<file path="src/rtl/seg7_scan_drv_if.sv">
// Load/staging bus and display pins of the seven-segment scan driver.
// The master side loads values; the slave side (the driver) scans the display.
interface seg7_scan_drv_if;
  logic        load;
  logic [15:0] data_in;
  logic [3:0]  dp_in;
  logic [3:0]  blank_in;
  logic [3:0]  an;
  logic [6:0]  seg;
  logic        dp;
  logic        pending;
  logic        frame_tick;

  modport master (
    output load, data_in, dp_in, blank_in,
    input  an, seg, dp, pending, frame_tick
  );

  modport slave (
    input  load, data_in, dp_in, blank_in,
    output an, seg, dp, pending, frame_tick
  );
endinterface

</file>
<file path="src/rtl/seg7_scan_drv.sv">
// Four-digit multiplexed common-anode seven-segment driver with per-slot dead time.
// Loads are staged and only copied to the display registers at a frame boundary.
module seg7_scan_drv #(
  parameter int SCAN_DIV = 100000,
  parameter int GUARD    = 1000
) (
  input logic           clk_100MHz,
  input logic           rst,
  seg7_scan_drv_if.slave bus
);

  localparam int CW = $clog2(SCAN_DIV);
  localparam logic [CW-1:0] CNT_LAST  = CW'(SCAN_DIV - 1);
  localparam logic [CW-1:0] CNT_GUARD = CW'(GUARD);

  logic [CW-1:0] cnt;
  logic [1:0]    idx;
  logic          slot_end;
  logic          boundary;

  logic [15:0]   stage_data;
  logic [3:0]    stage_dp;
  logic [3:0]    stage_blank;
  logic          pending;

  logic [15:0]   disp_data;
  logic [3:0]    disp_dp;
  logic [3:0]    disp_blank;

  logic [3:0]    nib;
  logic [6:0]    dec;
  logic          digit_on;

  logic [3:0]    an_q;
  logic [6:0]    seg_q;
  logic          dp_q;
  logic          tick_q;

  assign slot_end = (cnt == CNT_LAST);
  assign boundary = slot_end && (idx == 2'd3);

  always_ff @(posedge clk_100MHz) begin
    if (rst) begin
      cnt <= '0;
      idx <= '0;
    end else if (slot_end) begin
      cnt <= '0;
      idx <= idx + 2'd1;
    end else begin
      cnt <= cnt + 1'b1;
    end
  end

  // A load in the boundary cycle still lets the old staging reach the display,
  // while the new value is staged and stays pending for the following frame.
  always_ff @(posedge clk_100MHz) begin
    if (rst) begin
      stage_data  <= '0;
      stage_dp    <= '0;
      stage_blank <= '0;
      pending     <= 1'b0;
      disp_data   <= '0;
      disp_dp     <= '0;
      disp_blank  <= 4'hF;
    end else begin
      if (boundary && pending) begin
        disp_data  <= stage_data;
        disp_dp    <= stage_dp;
        disp_blank <= stage_blank;
      end
      if (bus.load) begin
        stage_data  <= bus.data_in;
        stage_dp    <= bus.dp_in;
        stage_blank <= bus.blank_in;
        pending     <= 1'b1;
      end else if (boundary) begin
        pending <= 1'b0;
      end
    end
  end

  always_comb begin
    nib      = disp_data[{idx, 2'b00} +: 4];
    digit_on = ~disp_blank[idx];
    dec      = 7'h7F;
    case (nib)
      4'h0: dec = 7'h40;
      4'h1: dec = 7'h79;
      4'h2: dec = 7'h24;
      4'h3: dec = 7'h30;
      4'h4: dec = 7'h19;
      4'h5: dec = 7'h12;
      4'h6: dec = 7'h02;
      4'h7: dec = 7'h78;
      4'h8: dec = 7'h00;
      4'h9: dec = 7'h10;
      4'hA: dec = 7'h08;
      4'hB: dec = 7'h03;
      4'hC: dec = 7'h46;
      4'hD: dec = 7'h21;
      4'hE: dec = 7'h06;
      4'hF: dec = 7'h0E;
      default: dec = 7'h7F;
    endcase
  end

  // All anodes stay off for the first GUARD cycles of a slot to avoid ghosting.
  always_ff @(posedge clk_100MHz) begin
    if (rst) begin
      an_q   <= 4'hF;
      seg_q  <= 7'h7F;
      dp_q   <= 1'b1;
      tick_q <= 1'b0;
    end else begin
      tick_q <= boundary && pending;
      if ((cnt < CNT_GUARD) || !digit_on) begin
        an_q  <= 4'hF;
        seg_q <= 7'h7F;
        dp_q  <= 1'b1;
      end else begin
        an_q  <= ~(4'b0001 << idx);
        seg_q <= dec;
        dp_q  <= ~disp_dp[idx];
      end
    end
  end

  assign bus.an         = an_q;
  assign bus.seg        = seg_q;
  assign bus.dp         = dp_q;
  assign bus.pending    = pending;
  assign bus.frame_tick = tick_q;

endmodule
</file>
<file path="src/flat_wrapper.sv">
// flat-port wrapper written by rule: the top's interface ports become plain ports
module seg7_scan_drv_flat 
#(
  parameter int SCAN_DIV = 100000,
  parameter int GUARD    = 1000
)
  (clk_100MHz, rst, bus_load, bus_data_in, bus_dp_in, bus_blank_in, bus_an, bus_seg, bus_dp, bus_pending, bus_frame_tick);
  seg7_scan_drv_if bus_i ();
  input logic clk_100MHz;
  input logic rst;
  input wire logic [$bits(bus_i.load)-1:0] bus_load;
  input wire logic [$bits(bus_i.data_in)-1:0] bus_data_in;
  input wire logic [$bits(bus_i.dp_in)-1:0] bus_dp_in;
  input wire logic [$bits(bus_i.blank_in)-1:0] bus_blank_in;
  output wire logic [$bits(bus_i.an)-1:0] bus_an;
  output wire logic [$bits(bus_i.seg)-1:0] bus_seg;
  output wire logic [$bits(bus_i.dp)-1:0] bus_dp;
  output wire logic [$bits(bus_i.pending)-1:0] bus_pending;
  output wire logic [$bits(bus_i.frame_tick)-1:0] bus_frame_tick;
  assign bus_i.load = bus_load;
  assign bus_i.data_in = bus_data_in;
  assign bus_i.dp_in = bus_dp_in;
  assign bus_i.blank_in = bus_blank_in;
  assign bus_an = bus_i.an;
  assign bus_seg = bus_i.seg;
  assign bus_dp = bus_i.dp;
  assign bus_pending = bus_i.pending;
  assign bus_frame_tick = bus_i.frame_tick;
  seg7_scan_drv #(.SCAN_DIV(SCAN_DIV), .GUARD(GUARD)) u_core (.clk_100MHz(clk_100MHz), .rst(rst), .bus(bus_i));
endmodule
</file>
<file path="config.mk">
export PLATFORM = sky130hd
export DESIGN_NAME = seg7_scan_drv_flat
export DESIGN_NICKNAME = d
export VERILOG_FILES = /design/src/rtl/seg7_scan_drv_if.sv /design/src/rtl/seg7_scan_drv.sv /design/src/flat_wrapper.sv
export SDC_FILE = /design/constraint.sdc
export NUM_CORES = 1
export LEC_CHECK = 0
export CORE_ASPECT_RATIO = 1.1
export CORE_MARGIN = 5
export CORE_UTILIZATION = 50
export CTS_BUF_LIST = sky130_fd_sc_hd__clkbuf_16
export DETAILED_ROUTE_END_ITERATION = 8
export PLACE_DENSITY = 0.82
export SYNTH_ARGS = -nofsm -noshare
export SYNTH_HDL_FRONTEND = slang
export SYNTH_SLANG_ARGS = --single-unit
</file>
<file path="constraint.sdc">
create_clock -name clk_100MHz -period 2 [get_ports clk_100MHz]
set_input_delay 0.4 -clock clk_100MHz [delete_from_list [all_inputs] [get_ports clk_100MHz]]
set_output_delay 0.4 -clock clk_100MHz [all_outputs]
set_load 0.01 [all_outputs]
</file>
==> metrics.txt, run 1 <==
critical path data arrival time=2.13 ns; vias per cell=5.69; switching part of the total=20.6%; hold buffers post-CTS=0; Worst Hold End=u_core.idx[1]; f_max=0.522 GHz; worst skew pair latency=0.34 ns; Placed Instance Area=4140 um^2; vias in the first global route=2688; area taken by multi-input logic gates=1890 um^2; Internal=0.00283 W; gpl congestion=0.854; Clk pin slew, worst setup/hold paths=0.06 ns; Req. time, crit path=2.22 ns; overall power=0.00356 W; Async SR Flop Fraction=0%; Die ar.=9120 um^2; largest family of logic cells by synthesized area=simple AND/OR/NAND/NOR gates; Reg2Reg Depth=5; Post-Synthesis Cells=374; period utilization=95.9%; post-synthesis adder-cell area fraction=3.76%; library cells used by synthesis=50; first-pass GRT wire length=12.7 mm; Syn. warnings=0; DRT Pass-1 Iters=4; R2R setup slack=0.08 ns; layout cells sized above 1=13.2%; NumNets Final=449; Clk pwr share=48.8%; Initial Util=51.6%; DRT Wirelength=7.71 mm; initial antenna violation count=0; Avg Cell Area, Syn=9.78 um^2; WL per Instance=15.4 um; Post-Syn Nets=412; largest net degree at the start of global routing=54; worst-margin pin slew=0.529 ns; post-route cell area=4480 um^2; Synth Area in Simple Gates=17.6%; Sequential Power Share=46.9%; CP startpoint kind=register; top_reg_cell synth=dfxtp_1; # IOs=41; P per Cell Area=796 nW/um^2; Tot GR Track Use=17.3%; post-synthesis mux area share=15.1%; Setup Skew=0.00917 ns; minimum clock period=1.92 ns; DRC violations left=0; root buffer cell=clkbuf_16; critical path endpoint category=register; Area growth syn-to-layout=22.4%; total CTS buffers=9; CP max FO=6; CTS tree=yes; Synth Area in XOR/XNOR=2.87%; Yosys reg bits=81; ANT nets after route=0; Hold Crit Class=primary input to register; via count=2849; Seq/Total Area, Yosys=44.4%; Gate power share=4.3%; max capacitance violation total=0; complex-gate fraction of the synthesized area=11.5%; drt initial violations=98; VDD IR-drop max=500 uV; cell taking the most area after synthesis=dfxtp_1; core area=7090 um^2; FP Rows=32; worst reg2reg startpoint=u_core.idx[0]; Sw Pwr=0.000733 W; outcome=finished, final reports clean; Clock Tree Buf Depth=2; kind of critical path=register to register; IO Port Bufs=40; Slew headroom=64.7%; Slew Viols, Final=0; top cells by area, synth=dfxtp_1 44%, mux2i_1 8.8%, nor2_1 4.2%; Fin. Hold Viols=0; filler cell count=562; CTS Sinks=81; WHS=0.274 ns; P_leak=1.69 nW; hold path start=rst; DIE HEIGHT=99.7 um; hold depth=2; RSZ-0062 raised after global routing=true; H-tree Lvls=3; HPWL Detailed=5.26 mm; Synth top area share=44.4%; chip width=91.5 um; area of the mapped netlist=3660 um^2; Final Util=63.2%; number of synthesized flops with an enable pin=0; register area=1620 um^2; RR Endpoint=u_core.bus.seg[0]; grt total ovfl=0; n_diodes=0; final setup vio count=0
## power groups by stage
stage,logic (W),clock network [W],registers [W]
2_1_floorplan,0.0000816,0,0.00170
3_3_place_gp,0.000147,0,0.00170
3_5_place_dp,0.000152,0,0.00170
4_1_cts,0.000153,0.00176,0.00167
5_1_grt,0.000167,0.00184,0.00167
6_report,0.000151,0.00174,0.00167
## layout make-up
class | instances | share of cell area [%]
repair buffers | 52 | 11.5
clock buffers | 9 | 5.03
multi-input cells | 260 | 42.2
flip-flops and latches | 81 | 36.3
well taps | 85 | 2.38
clock inverters | 7 | 2.10
inverters | 7 | 0.587
## critical path, stage by stage (launching register included)
cell and delay [ns]:
dfxtp_2 0.39, mux4_2 0.60, ha_2 0.25, nor2_1 0.10
a32oi_1 0.10, a311o_1 0.36
## state kept, by name (all words and copies together), names as in the netlist
register and count:
u_core.disp_blank 4, u_core.idx 2, u_core.stage_data 16, u_core.stage_dp 4, u_core.bus.frame_tick 1, u_core.cnt 17
u_core.disp_dp 4, u_core.bus.an 4, u_core.bus.dp 1, u_core.disp_data 16, u_core.bus.seg 7, u_core.bus.pending 1
u_core.stage_blank 4
## metal layers
layer | vias up | wire length (um) | track usage, %
li1 | 1413 | - | -
met1 | 1358 | 3470 | 20.9
met2 | 68 | 3700 | 28.9
met3 | 10 | 407 | 5.30
met4 | 0 | 140 | 6.73
met5 | - | 0 | 0
## stage by stage
| stage | instances | setup TNS [ns] | setup slack [ns] |
|---|---|---|---|
| 6_report | 501 | 0 | 0.0825 |
| 5_1_grt | 501 | -0.00884 | -0.00884 |
| 4_1_cts | 500 | 0 | 0.0391 |
| 3_5_place_dp | 484 | 0 | 0.0527 |
| 3_3_place_gp | 484 | 0 | 0.128 |
| 2_1_floorplan | 374 | 0 | 0.00916 |
## Yosys cell counts, types with 2 or more instances
library cell,instances
dfxtp_1,81
nor2_1,41
mux2i_1,32
o21ai_0,26
a21oi_1,25
nand3_1,25
nand2_1,19
clkbuf_1,12
ha_1,11
xor2_1,9
and3_1,7
buf_2,7
inv_1,7
nand4_1,7
a211o_1,5
nor3_1,5
buf_6,4
mux4_2,4
and4_1,3
o221ai_1,3
or3_1,3
xnor2_1,3
and2_1,2
mux2_4,2
mux4_1,2
nand2b_1,2
o211ai_1,2
o311ai_1,2
o31ai_1,2
## cell families after synthesis
| kind of cell | count (synthesis) |
|---|---|
| adders and majority gates | 11 |
| buffers and inverters | 33 |
| AOI/OAI and AO/OA | 70 |
| and+or+nand+nor | 123 |
| muxes | 44 |
| DFF | 81 |
| xor gates and xnor gates | 12 |
## layout by cell type (no fill, tap or decap), types with 3 or more instances in the layout
master and instances:
a211o_1 5, a21oi_1 25, and3_1 7, buf_4 9, clkbuf_16 9, clkdlybuf4s50_1 39
dfxtp_1 80, ha_1 9, inv_1 6, mux2i_1 32, mux4_2 4, nand2_1 18
nand3_1 25, nand4_1 7, nor2_1 41, nor3_1 3, o21ai_0 24, o221ai_1 3
or3_1 3, xnor2_1 3, xor2_1 9
## repair_timing
| item | 4_1_cts | 5_1_grt |
|---|---|---|
| endpoints found under the setup margin | 0 | 10 |
| setup buffers | 0 | 1 |
| gates resized for setup | 0 | 6 |
## worst max-delay path by stage
stage	cells past startpoint	from	endpoint
finish	5	u_core.idx[0]	u_core.bus.seg[0]
global route	5	u_core.idx[0]	u_core.bus.seg[1]
CTS	5	u_core.idx[0]	u_core.bus.seg[0]
detailed placement	5	u_core.idx[0]	u_core.bus.seg[0]
global placement	5	u_core.idx[0]	u_core.bus.seg[0]
floorplan	7	u_core.idx[0]	u_core.bus.seg[0]
No activity file was read; power rests on OpenSTA's default activity.
==> run 2: changes to the inputs <==
--- a/config.mk
+++ b/config.mk
@@ -6,4 +6,5 @@
 export NUM_CORES = 1
 export LEC_CHECK = 0
+export ABC_AREA = 1
 export CORE_ASPECT_RATIO = 1.1
 export CORE_MARGIN = 5
==> constraint.sdc (replaced) <==
create_clock -name clk_100MHz -period 2 [get_ports clk_100MHz]
set_input_delay 0.5 -clock clk_100MHz [delete_from_list [all_inputs] [get_ports clk_100MHz]]
set_output_delay 0.5 -clock clk_100MHz [all_outputs]
set_load 0.01 [all_outputs]
==> metrics.txt, run 2 <==
Slew headroom=73.8% (+9.0 points); Syn. warnings=0 (unchanged); largest family of logic cells by synthesized area=simple AND/OR/NAND/NOR gates; Gate power share=4.3% (about the same); Async SR Flop Fraction=0% (unchanged); H-tree Lvls=3 (unchanged); Hold Crit Class=register to register; Clock Tree Buf Depth=2 (unchanged); outcome=finished, final reports clean; cell taking the most area after synthesis=dfxtp_1; Placed Instance Area=4040 um^2 (-2.4%); n_diodes=0 (unchanged); Synth Area in XOR/XNOR=1.49% (-1.4 points); WL per Instance=11.5 um (-25%); total CTS buffers=9 (unchanged); VDD IR-drop max=622 uV (+24%); NumNets Final=583 (+30%); post-route cell area=4330 um^2 (-3.3%); top_reg_cell synth=dfxtp_1; kind of critical path=register to register; root buffer cell=clkbuf_16; FP Rows=32 (unchanged); most frequent cell after synthesis=nor2_1; layout cells sized above 1=6.74% (-6.5 points); area taken by multi-input logic gates=1620 um^2 (-14%); HPWL Detailed=5.29 mm (+0.55%); P_leak=1.92 nW (+14%); critical path data arrival time=1.95 ns (-0.18 ns); number of flip-flops in the largest register=17 (unchanged); DRT Wirelength=7.31 mm (-5.2%); commonest non-fill, non-tap cell in the layout=nor2_1; DIE HEIGHT=98.0 um (-1.7%); CTS tree=yes; Internal=0.00268 W (-5.1%); via count=3162 (+11%); CP max FO=9 (+3); critical path endpoint category=register; Post-Synthesis Cells=500 (+34%); library cells used by synthesis=23 (-54%); Synth Area in Simple Gates=32.6% (+15 points); Largest regs=u_core.cnt (17), u_core.disp_data (16), u_core.stage_data (16); Seq/Total Area, Yosys=46.1% (+1.7 points); post-synthesis adder-cell area fraction=3.91% (+0.14 points); complex-gate fraction of the synthesized area=8.07% (-3.4 points); Die ar.=8820 um^2 (-3.3%); Clk pin slew, worst setup/hold paths=0.06 ns (about the same); Synth top area share=46.1% (+1.7 points); overall power=0.00338 W (-5.0%); Sequential Power Share=49.5% (+2.6 points); Final Util=62.5% (-0.69 points); IO Port Bufs=40 (unchanged); ANT nets after route=0 (unchanged); worst-margin pin slew=0.393 ns (-0.136 ns); chip width=90.0 um (-1.7%); minimum clock period=1.74 ns (-0.175 ns); P per Cell Area=781 nW/um^2 (-1.8%); Setup Skew=0.00479 ns (-0.00438 ns); area of the mapped netlist=3520 um^2 (-3.7%); switching part of the total=20.7% (+0.075 points); core area=6930 um^2 (-2.3%); # IOs=41 (unchanged); first-pass GRT wire length=12.7 mm (-0.32%); number of synthesized flops with an enable pin=0 (unchanged); Tot GR Track Use=17.0% (-0.30 points); largest net degree at the start of global routing=44 (-19%); Yosys reg bits=81 (unchanged); register area=1620 um^2 (unchanged); vias per cell=4.99 (-12%); drt initial violations=176 (+80%); Fin. Hold Viols=0 (unchanged); final std cells w/o fill=634 (+27%); top cells by area, synth=dfxtp_1 46%, nor2_1 13%, nand2_1 12%; final setup vio count=0 (unchanged); grt total ovfl=0 (unchanged); worst skew pair latency=0.33 ns (about the same); filler cell count=624 (+11%); period utilization=87.1% (-8.8 points); Placed Cells=619 (+28%); Sw Pwr=0.000699 W (-4.7%); Avg Cell Area, Syn=7.04 um^2 (-28%); gpl congestion=0.880 (+3.0%); initial antenna violation count=0 (unchanged); CP startpoint kind=register; Clk pwr share=46.1% (-2.7 points); f_max=0.574 GHz (+10%); Synth top cells by count=122 x nor2_1, 112 x nand2_1, 81 x dfxtp_1; hold buffers post-CTS=0 (unchanged); max capacitance violation total=0 (unchanged); Req. time, crit path=2.21 ns (about the same); Post-Syn Nets=538 (+31%); Slew Viols, Final=0 (unchanged); Area growth syn-to-layout=22.9%; Setup Total Neg Slack=0 ns (unchanged); CTS Sinks=81 (unchanged); post-synthesis mux area share=0% (-15 points); Initial Util=50.8% (-0.76 points); RSZ-0062 raised after global routing=false; vias in the first global route=3060 (+14%); DRT Pass-1 Iters=5 (+1); commonest cells after routing, fill and taps aside=122 x nor2_1, 112 x nand2_1, 80 x dfxtp_1; Largest Register=u_core.cnt; DRC violations left=0 (unchanged)
[run 2: final timing paths]
check                     start                end  slack, ns  cells past startpoint
setup reg to reg  u_core.idx[1]  u_core.bus.seg[5]       0.26                     10
setup / recovery  u_core.idx[1]  u_core.bus.seg[5]       0.26                     10
hold / removal    u_core.cnt[0]      u_core.cnt[0]       0.44                      1
hold reg to reg   u_core.cnt[0]      u_core.cnt[0]       0.44                      1
[run 2: per-layer routing]
| layer | vias up | wire [um] | track usage [%] |
|---|---|---|---|
| met5 | - | 0 | 0 |
| met4 | 0 | 143 | 8.25 |
| met3 | 12 | 286 | 3.24 |
| met2 | 67 | 3830 | 31.5 |
| met1 | 1432 | 3050 | 18.4 |
| li1 | 1651 | - | - |
[run 2: through the flow]
stage	hold WS [ns]	setup WS, ns
after global placement	0.428	0.178
after global routing	0.474	0.0682
final	0.445	0.258
after detailed placement	0.438	0.169
after CTS	0.450	0.149
after floorplan	0.418	0.327
[run 2: power by group through the flow]
stage	sequential, W	combinational [W]	clock [W]
global route	0.00168	0.000164	0.00168
global placement	0.00171	0.000145	0
finish	0.00167	0.000147	0.00156
CTS	0.00167	0.000149	0.00160
floorplan	0.00171	0.0000707	0
detailed placement	0.00171	0.000148	0
[run 2: worst max-delay path: stages (launching register included)]
cell and delay (ns):
dfxtp_1 0.31, buf_4 0.17, a21oi_1 0.11, o21ai_0 0.10
nand2_1 0.21, inv_1 0.10, ha_1 0.26, nand2_1 0.09
nor2_1 0.04, nor2_1 0.16, nand2_1 0.08
[run 2: logic make-up (layout without fill, tap and decap cells)]
group	count (synthesis)	in the layout
compound gates	56	56
xor+xnor	6	6
fa+ha+maj	11	11
buf+inv	66	115
flops	81	81
simple gates	280	280
[run 2: repair_timing]
action	CTS	global route
setup endpoints to repair	0	1
setup buffers	0	0
gates resized for setup	0	1
[run 2: layout make-up]
| cell class | count | area share (%) |
|---|---|---|
| inverters | 46 | 3.99 |
| flip-flops and latches | 81 | 37.5 |
| multi-input cells | 353 | 37.5 |
| repair buffers | 54 | 12.0 |
| clock inverters | 6 | 1.39 |
| clock buffers | 9 | 5.21 |
| well taps | 85 | 2.46 |
==> run 3: changes to the inputs <==
Settings changed: REMOVE_ABC_BUFFERS set to 1.
==> metrics.txt, run 3 (synthesis gave the netlist of run 2 again) <==
outcome=finished, final reports clean; layout cells sized above 1=6.03% (-0.71 points); H-tree Lvls=3 (unchanged); CP max-delay cell=clkdlybuf4s50_1; total CTS buffers=9 (unchanged); DRC violations left=0 (unchanged); via count=3081 (-2.6%); NumNets Final=580 (-0.51%); core area=6930 um^2 (unchanged); Slew Viols, Final=0 (unchanged); Largest Register=u_core.cnt; R2R setup slack=0.22 ns (-0.04 ns); P per Cell Area=814 nW/um^2 (+4.2%); Final Util=62.7% (+0.25 points); Slew headroom=72.9% (-0.87 points); minimum clock period=1.93 ns (+0.189 ns); vias in the first global route=3056 (-0.13%); FP Rows=32 (unchanged); Clk pin slew, worst setup/hold paths=0.06 ns (about the same); Largest regs=u_core.cnt (17), u_core.disp_data (16), u_core.stage_data (16); DIE HEIGHT=98.0 um (unchanged); hold buffers post-CTS=0 (unchanged); Reg2Reg Depth=10 (unchanged); Placed Instance Area=4030 um^2 (-0.25%); hold depth=1 (unchanged); CP startpoint kind=register; final setup vio count=0 (unchanged); Worst Hold End=u_core.cnt[0]; Area growth syn-to-layout=23.4%; Hold Crit Class=register to register; HPWL Detailed=5.06 mm (-4.2%); f_max=0.518 GHz (-9.8%); initial antenna violation count=0 (unchanged); crit-path max cell delay=0.60 ns (+0.29 ns); CP delay by family, top=buffers and inverters; number of flip-flops in the largest register=17 (unchanged); setup bufs post-CTS=0 (unchanged); post-route cell area=4340 um^2 (+0.40%); n_diodes=0 (unchanged); overall power=0.00354 W (+4.6%); Die ar.=8820 um^2 (unchanged); kind of critical path=register to output port; # IOs=41 (unchanged); root buffer cell=clkbuf_16; RSZ-0062 raised after global routing=false; max capacitance violation total=0 (unchanged); commonest non-fill, non-tap cell in the layout=nor2_1; commonest cells after routing, fill and taps aside=122 x nor2_1, 112 x nand2_1, 80 x dfxtp_1; cts repair resizes=0 (unchanged); Fin. Hold Viols=0 (unchanged); chip width=90.0 um (unchanged); P_leak=1.93 nW (+0.33%); Cell Chain, Critical Path=clkdlybuf4s50_1; first-pass GRT wire length=12.7 mm (+0.10%); ANT nets after route=0 (unchanged); Req. time, crit path=1.50 ns (-0.71 ns); RR Endpoint=u_core.bus.seg[0]; worst skew pair latency=0.33 ns (about the same); hold path start=u_core.cnt[0]; largest net degree at the start of global routing=46 (+4.5%); vias per cell=4.88 (-2.3%); critical path data arrival time=1.43 ns (-0.52 ns); CP Buf/Inv Count=1 (-1); VDD IR-drop max=593 uV (-4.7%); period utilization=96.5% (+9.4 points); grt total ovfl=0 (unchanged); WL per Instance=11.5 um (+0.14%); drt initial violations=111 (-37%); IO Port Bufs=40 (unchanged); Setup Skew=0.00731 ns (+0.00252 ns); gpl congestion=0.858 (-2.5%); DRT Wirelength=7.30 mm (-0.18%); Setup Total Neg Slack=0 ns (unchanged); CTS Sinks=81 (unchanged); CP max FO=7 (-2); filler cell count=616 (-1.3%); DRT Pass-1 Iters=4 (-1); worst reg2reg startpoint=u_core.idx[1]; Tot GR Track Use=17.2% (+0.18 points); worst-margin pin slew=0.406 ns (+0.0130 ns); Clock Tree Buf Depth=2 (unchanged); CTS tree=yes; Initial Util=50.8% (unchanged); critical path endpoint category=output port
run 3: final cells by class:
type                    count  area [um^2]  area share [%]
multi-input cells         353         1620            37.3
repair buffers             51          508            11.7
clock inverters             7         87.6            2.02
flip-flops and latches     81         1620            37.4
inverters                  46          173            3.97
well taps                  85          106            2.45
clock buffers               9          225            5.18
run 3: how the worst max path moves through the flow:
stage                       start        endpoint  slack (ns)  cells after the start
2_1_floorplan                 rst  u_core.cnt[14]        0.11                      5
3_3_place_gp                  rst   u_core.cnt[2]        0.20                      5
3_5_place_dp                  rst   u_core.cnt[2]        0.14                      5
4_1_cts        u_core.bus.pending     bus_pending        0.05                      1
5_1_grt        u_core.bus.pending     bus_pending        0.02                      1
6_report       u_core.bus.pending     bus_pending        0.07                      1
run 3: report_power, final:
| group | total [W] | leakage, nW | internal (W) | switching [W] |
|---|---|---|---|---|
| clock network | 0.00171 | 0.156 | 0.00108 | 0.000631 |
| registers | 0.00168 | 0.661 | 0.00165 | 0.0000229 |
| logic | 0.000147 | 1.11 | 0.0000794 | 0.0000681 |
run 3: metrics by stage:
| step | hold slack, ns | instances | worst slack, ns |
|---|---|---|---|
| floorplan | 0.418 | 480 | 0.114 |
| CTS | 0.450 | 632 | 0.0525 |
| global route | 0.478 | 632 | 0.0151 |
| finish | 0.444 | 632 | 0.0692 |
| detailed placement | 0.435 | 616 | 0.138 |
| global placement | 0.424 | 616 | 0.201 |
run 3: layer usage:
layer	wire length, um	track usage (%)	vias up	share of wire, %
met2	3490	29.7	65	48
li1	-	-	1647	-
met4	150	9.39	0	2.1
met5	0	0	-	0
met1	3360	19.5	1357	46
met3	287	4.01	12	3.9
